$ cat src/rtl/rca_nibble_seq_ctrl_if.sv
// Operand, adder and result bundle of the nibble-serial adder sequencer.
// The master is the sequencer; the slave side is the operand source, external adder and result sink.
interface rca_nibble_seq_ctrl_if #(
    parameter int NIB = 4
);
    localparam int W = 4 * NIB;

    // Handshakes: a transfer happens on a rising clk edge where valid && ready.
    // Once valid is raised, the producer holds valid and data steady until that edge.
    logic         in_valid;
    logic         in_ready;
    logic [W-1:0] in_a;
    logic [W-1:0] in_b;
    logic         in_cin;

    logic [3:0]   rca_a;
    logic [3:0]   rca_b;
    logic         rca_cin;
    logic [3:0]   rca_s;
    logic         rca_cout;

    logic         out_valid;
    logic         out_ready;
    logic [W-1:0] out_sum;
    logic         out_cout;

    logic         busy;

    modport master (
        input  in_valid, in_a, in_b, in_cin, rca_s, rca_cout, out_ready,
        output in_ready, rca_a, rca_b, rca_cin, out_valid, out_sum, out_cout, busy
    );

    modport slave (
        output in_valid, in_a, in_b, in_cin, rca_s, rca_cout, out_ready,
        input  in_ready, rca_a, rca_b, rca_cin, out_valid, out_sum, out_cout, busy
    );
endinterface

$ cat src/rtl/rca_nibble_seq_ctrl.sv
// Adds two W-bit operands one nibble per clock through an external 4-bit ripple-carry adder.
// The adder runs LSB nibble first, and its sum and carry are registered every ADD cycle.
module rca_nibble_seq_ctrl #(
    parameter int NIB = 4
) (
    input  logic                  clk,
    input  logic                  rst_n,
    rca_nibble_seq_ctrl_if.master bus,
    output logic [1:0]            dbg_state
);
    localparam int W  = 4 * NIB;
    localparam int IW = $clog2(NIB);

    typedef enum logic [1:0] {
        IDLE = 2'd0,
        ADD  = 2'd1,
        DONE = 2'd2
    } state_t;

    state_t        state;
    logic [IW-1:0] idx;
    logic          carry;
    logic [W-1:0]  a_q;
    logic [W-1:0]  b_q;
    logic [W-1:0]  sum_q;
    logic          in_ready_q;
    logic          out_valid_q;
    logic          busy_q;
    logic [W-1:0]  out_sum_q;
    logic          out_cout_q;
    logic          last;

    assign last = (idx == IW'(NIB - 1));

    always_ff @(posedge clk) begin
        if (!rst_n) begin
            state       <= IDLE;
            idx         <= '0;
            carry       <= 1'b0;
            a_q         <= '0;
            b_q         <= '0;
            sum_q       <= '0;
            in_ready_q  <= 1'b1;
            out_valid_q <= 1'b0;
            busy_q      <= 1'b0;
            out_sum_q   <= '0;
            out_cout_q  <= 1'b0;
        end else begin
            case (state)
                IDLE: begin
                    if (bus.in_valid) begin
                        a_q        <= bus.in_a;
                        b_q        <= bus.in_b;
                        carry      <= bus.in_cin;
                        idx        <= '0;
                        sum_q      <= '0;
                        in_ready_q <= 1'b0;
                        busy_q     <= 1'b1;
                        state      <= ADD;
                    end
                end
                ADD: begin
                    sum_q[{idx, 2'b00} +: 4] <= bus.rca_s;
                    carry                    <= bus.rca_cout;
                    if (last) begin
                        // The top nibble arrives this cycle, so merge it straight into the result.
                        out_sum_q   <= {bus.rca_s, sum_q[W-5:0]};
                        out_cout_q  <= bus.rca_cout;
                        out_valid_q <= 1'b1;
                        state       <= DONE;
                    end else begin
                        idx <= idx + 1'b1;
                    end
                end
                DONE: begin
                    if (bus.out_ready) begin
                        out_valid_q <= 1'b0;
                        busy_q      <= 1'b0;
                        in_ready_q  <= 1'b1;
                        state       <= IDLE;
                    end
                end
                default: state <= IDLE;
            endcase
        end
    end

    // The adder inputs are quiet outside ADD, so it sees no stale operands.
    assign bus.rca_a   = (state == ADD) ? a_q[{idx, 2'b00} +: 4] : 4'h0;
    assign bus.rca_b   = (state == ADD) ? b_q[{idx, 2'b00} +: 4] : 4'h0;
    assign bus.rca_cin = (state == ADD) ? carry : 1'b0;

    assign bus.in_ready  = in_ready_q;
    assign bus.out_valid = out_valid_q;
    assign bus.out_sum   = out_sum_q;
    assign bus.out_cout  = out_cout_q;
    assign bus.busy      = busy_q;
    assign dbg_state     = state;
endmodule

$ cat src/flat_wrapper.sv
// flat-port wrapper written by rule: the top's interface ports become plain ports
module rca_nibble_seq_ctrl_flat 
#(
    parameter int NIB = 4
)
  (clk, rst_n, dbg_state, bus_in_valid, bus_in_a, bus_in_b, bus_in_cin, bus_rca_s, bus_rca_cout, bus_out_ready, bus_in_ready, bus_rca_a, bus_rca_b, bus_rca_cin, bus_out_valid, bus_out_sum, bus_out_cout, bus_busy);
  rca_nibble_seq_ctrl_if #(.NIB(NIB)) bus_i ();
  input  logic clk;
  input  logic rst_n;
  output logic [1:0] dbg_state;
  input wire logic [$bits(bus_i.in_valid)-1:0] bus_in_valid;
  input wire logic [$bits(bus_i.in_a)-1:0] bus_in_a;
  input wire logic [$bits(bus_i.in_b)-1:0] bus_in_b;
  input wire logic [$bits(bus_i.in_cin)-1:0] bus_in_cin;
  input wire logic [$bits(bus_i.rca_s)-1:0] bus_rca_s;
  input wire logic [$bits(bus_i.rca_cout)-1:0] bus_rca_cout;
  input wire logic [$bits(bus_i.out_ready)-1:0] bus_out_ready;
  output wire logic [$bits(bus_i.in_ready)-1:0] bus_in_ready;
  output wire logic [$bits(bus_i.rca_a)-1:0] bus_rca_a;
  output wire logic [$bits(bus_i.rca_b)-1:0] bus_rca_b;
  output wire logic [$bits(bus_i.rca_cin)-1:0] bus_rca_cin;
  output wire logic [$bits(bus_i.out_valid)-1:0] bus_out_valid;
  output wire logic [$bits(bus_i.out_sum)-1:0] bus_out_sum;
  output wire logic [$bits(bus_i.out_cout)-1:0] bus_out_cout;
  output wire logic [$bits(bus_i.busy)-1:0] bus_busy;
  assign bus_i.in_valid = bus_in_valid;
  assign bus_i.in_a = bus_in_a;
  assign bus_i.in_b = bus_in_b;
  assign bus_i.in_cin = bus_in_cin;
  assign bus_i.rca_s = bus_rca_s;
  assign bus_i.rca_cout = bus_rca_cout;
  assign bus_i.out_ready = bus_out_ready;
  assign bus_in_ready = bus_i.in_ready;
  assign bus_rca_a = bus_i.rca_a;
  assign bus_rca_b = bus_i.rca_b;
  assign bus_rca_cin = bus_i.rca_cin;
  assign bus_out_valid = bus_i.out_valid;
  assign bus_out_sum = bus_i.out_sum;
  assign bus_out_cout = bus_i.out_cout;
  assign bus_busy = bus_i.busy;
  rca_nibble_seq_ctrl #(.NIB(NIB)) u_core (.clk(clk), .rst_n(rst_n), .bus(bus_i), .dbg_state(dbg_state));
endmodule
$ cat config.mk
export PLATFORM = sky130hd
export DESIGN_NAME = rca_nibble_seq_ctrl_flat
export DESIGN_NICKNAME = d
export VERILOG_FILES = /design/src/rtl/rca_nibble_seq_ctrl_if.sv /design/src/rtl/rca_nibble_seq_ctrl.sv /design/src/flat_wrapper.sv
export SDC_FILE = /design/constraint.sdc
export NUM_CORES = 1
export LEC_CHECK = 0
export CAP_MARGIN = 5
export CORE_ASPECT_RATIO = 0.8
export CORE_MARGIN = 4
export CORE_UTILIZATION = 62
export DETAILED_ROUTE_END_ITERATION = 6
export DONT_BUFFER_PORTS = 1
export GPL_TIMING_DRIVEN = 0
export PLACE_DENSITY = 0.82
export SYNTH_ARGS = -nofsm -noshare
export SYNTH_HDL_FRONTEND = slang
export SYNTH_SLANG_ARGS = --single-unit
$ cat constraint.sdc
create_clock -name clk -period 2.54 [get_ports clk]
set_clock_uncertainty 0.15 [all_clocks]
set_input_delay 0.381 -clock clk [delete_from_list [all_inputs] [get_ports clk]]
set_output_delay 0.381 -clock clk [all_outputs]
set_load 0.01 [all_outputs]
==> results of run 1 <==
layout make-up:
cell class,instances,area [um2]
Fill cell,346,1240
Clock buffer,13,169
Clock inverter,3,90.1
Inverter,6,22.5
Buffer,25,180
Sequential cell,69,1380
Multi-Input combinational cell,227,1460
Tap cell,60,75.1
Timing Repair Buffer,4,40.0
path summary, 6_finish.rpt:
| path | from | endpoint | slack, ns | cells after the start |
|---|---|---|---|---|
| worst max register to register | u_core.idx[0] | u_core.sum_q[4] | 0.45 | 7 |
| worst min register to register | u_core.b_q[4] | u_core.b_q[4] | 0.30 | 2 |
| worst min-delay path | bus_rca_s[2] | u_core.sum_q[10] | 0.01 | 1 |
| worst max-delay path | u_core.idx[0] | bus_rca_a[1] | 0.27 | 4 |
power by group through the flow:
stage	sequential, uW	combinational, uW	clock, uW
after floorplan	1170	185	0
after global placement	1170	221	0
after detailed placement	1180	227	0
after CTS	1150	233	1140
after global routing	1160	260	1180
final	1150	233	1120
placed cells by master, fill, tap and decap left out, types with 2 or more instances in the layout:
master           n
nand2_1        106
dfxtp_1         69
a21boi_1        32
a21boi_0        21
a32o_1          12
clkbuf_8        12
nor2b_1         10
buf_6            9
mux4_2           8
clkbuf_1         7
buf_2            6
inv_1            6
ha_1             5
a21o_1           4
dlygate4sd3_1    4
nor2_1           3
buf_4            3
a21oi_1          3
bufinv_16        3
nand3b_1         2
and3_1           2
a31oi_1          2
o21ai_0          2
and2_1           2
nand2b_1         2
nor4_2           2
synthesized netlist by cell type, types with 2 or more instances:
cell type / number
inv_1: 6
nor4_2: 2
and2_1: 2
buf_4: 3
mux4_2: 8
ha_1: 5
a21oi_1: 3
buf_2: 6
nor2b_1: 10
nand3b_1: 2
nand2b_1: 2
dfxtp_1: 69
o21ai_0: 2
and3_1: 2
nand2_1: 106
a31oi_1: 2
buf_6: 9
a32o_1: 12
clkbuf_1: 6
a21o_1: 4
a21boi_1: 32
nor2_1: 3
a21boi_0: 21
per-stage QoR:
stage	util [%]	setup WS [ns]	power [uW]	instance area [um2]
2_1_floorplan	-	0.713	1350	3040
3_3_place_gp	67.0	0.490	1390	3120
3_5_place_dp	67.0	0.438	1400	3120
4_1_cts	73.2	0.252	2520	3410
5_1_grt	73.4	0.195	2590	3420
6_report	73.4	0.273	2510	3420
registers in the layout, summed over array words and instances (netlist names):
register              count
u_core.bus.out_valid      1
u_core.b_q               16
u_core.idx                2
u_core.bus.out_cout       1
u_core.sum_q             12
u_core.carry              1
u_core.a_q               16
u_core.dbg_state          2
u_core.bus.out_sum       16
u_core.bus.busy           1
u_core.bus.in_ready       1
timing repair:
action                                  in CTS  in global routing
endpoints found under the setup margin       0                  0
endpoints found under the hold margin        3                  1
hold buffers                                 3                  1
layer usage:
metal | vias to the layer above | wire, um | GRT usage [%] | share of wire, %
met5 | - | 0 | 0 | 0
met4 | 0 | 89 | 7.79 | 1.3
met3 | 8 | 712 | 8.15 | 11
met2 | 86 | 2900 | 34.2 | 44
met1 | 1080 | 2910 | 31.9 | 44
li1 | 1137 | - | - | -
logic make-up (layout without fill, tap and decap cells):
family | after synthesis | after routing | synth area share [%]
buf+inv | 31 | 51 | 6.66
flops | 69 | 69 | 45.4
mux | 8 | 8 | 5.92
compound gates | 79 | 79 | 20.1
fa+ha+maj | 5 | 5 | 2.06
simple gates | 135 | 135 | 19.9
==> reports/metrics.yaml, run 1 <==
tightest_slew_ns: 0.526
die_w_um: 86.3
cts_tree: "built"
vdd_ir_drop_max_uv: 529
period_share_pct: 89.3
remaining_drc_errors: 0
portBuffers: 0
dieArea_um2: 6100
clkTransAtPathRegs_ns: 0.07
area_growth_pct: 12.3
first_iter_violations: 123
diodes: 0
clockRootBuffer: "clkbuf_8"
fin_crit_ns: 2.27
routedWlPerCell_um: 16.2
core_um2: 4650
drt-total-wl_mm: 6.61
dp.cells: 387
dpl.hpwl_mm: 4.78
slew_headroom_pct: 64.9
grt_pass1_wl_mm: 10.9
path_cells: "buf_6 -> buf_6 -> mux4_2 -> nor2b_1"
cts_num_sinks: 69
ios: 73
cpLargestDelayFamily: "multiplexers"
critPathSlowestCell: "mux4_2"
setup_violations: 0
outcome: "completed"
start_util_pct: 65.4
cap_violations: 0
dr_total_vias: 2311
p_sw_share_pct: 21.5
crit_type: "register to output port"
synth_ff_type: "dfxtp_1"
antenna_found_initial: 0
grt_pass1_vias: 2214
end_kind: "output port"
synthTopCellsByArea: "dfxtp_1 (45%), nand2_1 (13%), a21boi_1 (7.9%), mux4_2 (5.9%), a21boi_0 (5.2%)"
max_freq_ghz: 0.441
required_ns: 2.01
synth_area_um2: 3040
cts_resized: 0
die_h_um: 70.6
slew_viol_final: 0
arrival_ns: 1.74
clock_path_buffers: 2
crit_buf_inv: 2
internal-power_uw: 1970
clkPwrFrac_pct: 44.8
post-synth-top-area-cell: "dfxtp_1"
stdcell_count: 407
first_pass_iters: 4
setup_tns_ns: 0
post_drt_via_cell_ratio: 5.68
p_switching_uw: 540
grt-ovfl-total: 0
p_comb_share_pct: 9.3
gp_congestion: 0.803
cpMostUsedCell: "buf_6"
ctsHtreeMaxLevel: 3
nNetsFinal: 389
synth-seq-area-share_pct: 45.4
crit_path_start_kind: "register"
p_leak_uw: 0.00127
grt_max_degree: 12
rows: 22
synth_edf_count: 0
timing.hold.ws_ns: 0.00973
p_per_area_nw_per_um2: 734
hold_class: "input port to register"
cts_inserted_buffers: 9
cpPeakStageDelay_ns: 0.51
drive_gt1_share_pct: 13.0
detail-route-antenna-nets: 0
hold_violations: 0
syn_nets: 374
grt_setup_unrepaired: "no"
synth_seq_cells: 69
track_usage_pct: 23.2
insertion_delay_ns: 0.34
p_seq_share_pct: 45.9
yosysTopAreaCellShare_pct: 45.4
async_flop_share_pct: 0
syn_avg_cell_area_um2: 9.30
synth_warnings: 0
synth_cell_type_count: 33
syn_inst: 327
critical_path.max_fanout: 10
post_cts_buffers: 0
(Power assumes the default switching activity.)
==> run 2, diff against run 1 <==
- GPL_TIMING_DRIVEN: 0 -> default
==> run 2 against run 1 <==
Compared with the run above:
- via count decreased by 4.8%
- flip-flop and latch count unchanged
- die area unchanged
- critical path depth decreased by 1
- setup slack got worse by 0.032 ns
- combinational power decreased by 21%
- sequential share of layout area increased by 2.2 points
- fmax decreased by 1.4%
- total power decreased by 9.8%
- register-to-register slack improved by 0.08 ns
- sequential power about the same
- clock power decreased by 18%
- largest power group unchanged
- highest routed layer unchanged
==> reports/metrics.yaml, run 2 (same netlist as run 1, synthesis figures left out) <==
outcome: "completed"
setup_violations: 0
hold_violations: 0
cts_tree: "built"
cpPeakStageDelay_ns: 0.54
end_kind: "output port"
core_um2: 4650
crit_type: "register to output port"
remaining_drc_errors: 0
clkTransAtPathRegs_ns: 0.07
drive_gt1_share_pct: 10.3
path_cells: "buf_4 -> mux4_2 -> nor2b_1"
clockRootBuffer: "clkbuf_8"
final_common_cell: "nand2_1"
p_per_area_nw_per_um2: 697
drt-total-wl_mm: 6.01
dpl.hpwl_mm: 4.04
p_leak_uw: 0.00118
fin_crit_ns: 2.30
antenna_found_initial: 0
grt_setup_unrepaired: "no"
multiInputGateArea_um2: 1460
critPathSlowestCell: "dfxtp_1"
hold_class: "input port to register"
nNetsFinal: 371
ctsHtreeMaxLevel: 3
placed_cell_area_um2: 2980
dr_total_vias: 2199
slew_viol_final: 0
cap_violations: 0
post_cts_buffers: 0
first_pass_iters: 4
cpLargestDelayFamily: "flip-flops"
rows: 22
cts_num_sinks: 69
clock_path_buffers: 2
detail-route-antenna-nets: 0
final_cell_mix: "nand2_1 (106), dfxtp_1 (69), a21boi_1 (32)"
first_iter_violations: 170
ios: 73
crit_buf_inv: 1
crit_path_start_kind: "register"
start_util_pct: 65.4
setup_tns_ns: 0
dieArea_um2: 6100
post_drt_via_cell_ratio: 5.65
fillCellCount: 407
cts_inserted_buffers: 9
critical_path.max_fanout: 10
slew_headroom_pct: 57.3
die_h_um: 70.6
routedWlPerCell_um: 15.5
tightest_slew_ns: 0.639
grt_max_degree: 72
die_w_um: 86.3
diodes: 0
arrival_ns: 1.77
design_area_um2: 3240
required_ns: 2.01
grt_pass1_vias: 2122
portBuffers: 0
grt-ovfl-total: 0
insertion_delay_ns: 0.34
area_growth_pct: 6.58
track_usage_pct: 21.4
gp_congestion: 0.775
period_share_pct: 90.5
vdd_ir_drop_max_uv: 730
register_area_um2: 1380
max_freq_ghz: 0.435
grt_pass1_wl_mm: 10.2
==> run 2: cell count changes in the layout (fill, tap and decap cells not counted), sizes merged <==
cell	before	now
clkbuf	19	11
clkinv	0	2
clkinvlp	0	2
dlygate4sd3	4	5
buf	19	6
bufinv	3	1
==> run 2: cell type report <==
class,instances,area share (%)
inverter,6,0.695
clock buffer,11,4.67
clock inverter,5,1.81
tap,60,2.32
multi-input combinational,227,45.0
timing repair buffer,11,2.93
sequential,69,42.6
==> run 2: final timing paths <==
check	startpoint	to	slack, ns	depth (start not counted)
setup / recovery	u_core.idx[0]	bus_rca_a[2]	0.24	3
hold / removal	bus_rca_s[0]	u_core.sum_q[4]	0.01	1
setup reg to reg	u_core.idx[0]	u_core.sum_q[6]	0.53	5
hold reg to reg	u_core.a_q[11]	u_core.a_q[11]	0.30	2
==> run 2: power breakdown <==
part	switching [uW]	leakage [uW]	internal [uW]
clock	416	0.000102	507
combinational	94.0	0.000511	90.1
sequential	30.0	0.000562	1120
total	540	0.00118	1720
==> run 2: stage by stage <==
stage	worst slack (ns)	instances	utilization (%)	hold WS, ns	power (uW)
after global placement	0.586	368	64.1	0.288	1350
after detailed placement	0.543	368	64.1	0.296	1360
after CTS	0.217	388	69.5	0.0000551	2280
final	0.241	389	69.7	0.0127	2260
after floorplan	0.713	327	-	0.282	1350
after global routing	0.159	389	69.7	0.00339	2360
==> run 2: what timing repair did <==
item                       in CTS  in global routing
resized for setup               0                  0
hold endpoints to repair        4                  2
hold buffers                    4                  1
setup endpoints to repair       0                  0
==> run 2: routing by layer <==
| layer | global-route usage, % | vias to the layer above | share of wire (%) | wire [um] |
|---|---|---|---|---|
| met5 | 0 | - | 0 | 0 |
| met4 | 6.75 | 0 | 1.3 | 78 |
| met3 | 10.0 | 5 | 9.3 | 559 |
| met2 | 32.1 | 62 | 45 | 2680 |
| met1 | 27.4 | 1023 | 45 | 2690 |
| li1 | - | 1109 | - | - |
==> run 3, diff against run 2 <==
- CTS_CLUSTER_DIAMETER: default -> 150
- PLACE_DENSITY: 0.82 -> 0.8
==> run 3 against run 2 <==
Compared with the run above:
- total power increased by 0.22%
- worst hold slack got worse by 0.0020 ns
- clock power decreased by 0.7%
- highest routed layer unchanged
==> reports/metrics.yaml, run 3 (same netlist as run 1, synthesis figures left out) <==
reg2reg_slack_ns: 0.47
first_iter_violations: 164
setup_violations: 0
timing.rr.start: "u_core.idx[0]"
grt_pass1_vias: 2100
dieArea_um2: 6100
dpl_worst_slack_ns: 0.463
dpl.hpwl_mm: 4.13
cts_tree: "built"
final_common_cell: "nand2_1"
slew_headroom_pct: 54.9
grt_pass1_wl_mm: 10.4
cpPeakStageDelay_ns: 0.49
holdPathEnd: "u_core.a_q[3]"
arrival_ns: 1.73
final_cell_mix: "nand2_1 (106), dfxtp_1 (69), a21boi_1 (32)"
path_cells: "buf_4 -> mux4_2 -> nor2b_1"
tightest_slew_ns: 0.674
whs_path_depth: 2
crit_path_start_kind: "register"
setup_tns_ns: 0
critPathSlowestCell: "mux4_2"
grt_setup_unrepaired: "no"
post_drt_via_cell_ratio: 5.64
crit_type: "register to output port"
ctsHtreeMaxLevel: 3
hold_class: "input port to register"
required_ns: 2.01
antenna_found_initial: 0
cts_num_sinks: 69
area_growth_pct: 7.86
min_from: "bus_in_a[3]"
remaining_drc_errors: 0
reg2regPathDepth: 5
track_usage_pct: 21.6
gp_congestion: 0.770
reg2reg_to: "u_core.bus.out_sum[1]"
fillCellCount: 369
drive_gt1_share_pct: 10.2
grt-ovfl-total: 0
fin_crit_ns: 2.26
crit_buf_inv: 1
clock_path_buffers: 2
fin_util_pct: 70.5
max_freq_ghz: 0.442
p_leak_uw: 0.00119
die_h_um: 70.6
ios: 73
core_um2: 4650
critical_path.max_fanout: 7
start_util_pct: 65.4
clockRootBuffer: "clkbuf_8"
period_share_pct: 89.1
detail-route-antenna-nets: 0
grt_max_degree: 70
slew_viol_final: 0
first_pass_iters: 4
hold_violations: 0
die_w_um: 86.3
outcome: "completed"
layout_setup_ws_ns: 0.276
cpLargestDelayFamily: "multiplexers"
post_cts_buffers: 0
diodes: 0
cts_inserted_buffers: 9
vdd_ir_drop_max_uv: 457
insertion_delay_ns: 0.35
rows: 22
routedWlPerCell_um: 15.9
nNetsFinal: 375
end_kind: "output port"
dr_total_vias: 2217
portBuffers: 0
p_per_area_nw_per_um2: 691
clkTransAtPathRegs_ns: 0.07
cap_violations: 0
drt-total-wl_mm: 6.26
[run 3: changes by cell type in the layout (fill, tap and decap cells not counted)]
cell	previous run	this run
clkbuf_8	11	10
clkinv_4	1	2
clkinv_2	1	0
dlygate4sd3_1	5	9
inv_6	0	1
[run 3: per-layer routing]
layer	global-route usage [%]	part of all wire, %	wire length (um)	up-vias
met5	0	0	0	-
met2	32.1	45	2810	79
li1	-	-	-	1113
met4	5.19	0.97	61	0
met1	29.5	45	2820	1019
met3	9.08	9.1	567	6
[run 3: timing repair]
item	4_1_cts	5_1_grt
hold buffers	9	0
hold endpoints to repair	17	0
setup endpoints to repair	0	0
gates resized for setup	0	0
[run 3: through the flow]
stage | hold slack, ns | power (uW) | area, um2 | instances
after global routing | 0.000639 | 2370 | 3280 | 393
after CTS | 0.000124 | 2280 | 3280 | 393
after detailed placement | 0.295 | 1360 | 2980 | 368
after floorplan | 0.282 | 1350 | 3040 | 327
after global placement | 0.287 | 1350 | 2980 | 368
final | 0.0107 | 2270 | 3280 | 393
[run 3: worst register-to-register path, delay by kind of cell, from the launching register on]
kind	cells	cell delay (ns)
compound gates	1	0.18
fa+ha+maj	1	0.26
buf+inv	1	0.23
flops	1	0.48
simple gates	2	0.70
[run 3: area by class of cell]
class	count	area, um2	area share [%]
Multi-Input combinational cell	227	1460	44.4
Sequential cell	69	1380	42.1
Clock buffer	10	138	4.20
Timing Repair Buffer	15	135	4.12
Tap cell	60	75.1	2.29
Clock inverter	6	71.3	2.17
Inverter	6	22.5	0.686
[run 3: how the worst max path moves through the flow]
stage	from	to	slack (ns)	cells after the start
2_1_floorplan	u_core.idx[0]	u_core.sum_q[4]	0.71	7
3_3_place_gp	u_core.idx[0]	u_core.bus.out_sum[2]	0.54	5
3_5_place_dp	u_core.idx[0]	u_core.bus.out_sum[1]	0.46	5
4_1_cts	u_core.idx[0]	bus_rca_a[0]	0.25	3
5_1_grt	u_core.idx[0]	bus_rca_b[2]	0.20	3
6_report	u_core.idx[0]	bus_rca_b[0]	0.28	3
[run 3: power by group]
part | leakage (uW) | internal [uW] | total, uW | switching (uW)
Clock | 0.0000991 | 486 | 916 | 430
Sequential | 0.000562 | 1120 | 1150 | 28.1
Combinational | 0.000528 | 94.6 | 197 | 103
Total | 0.00119 | 1700 | 2270 | 561
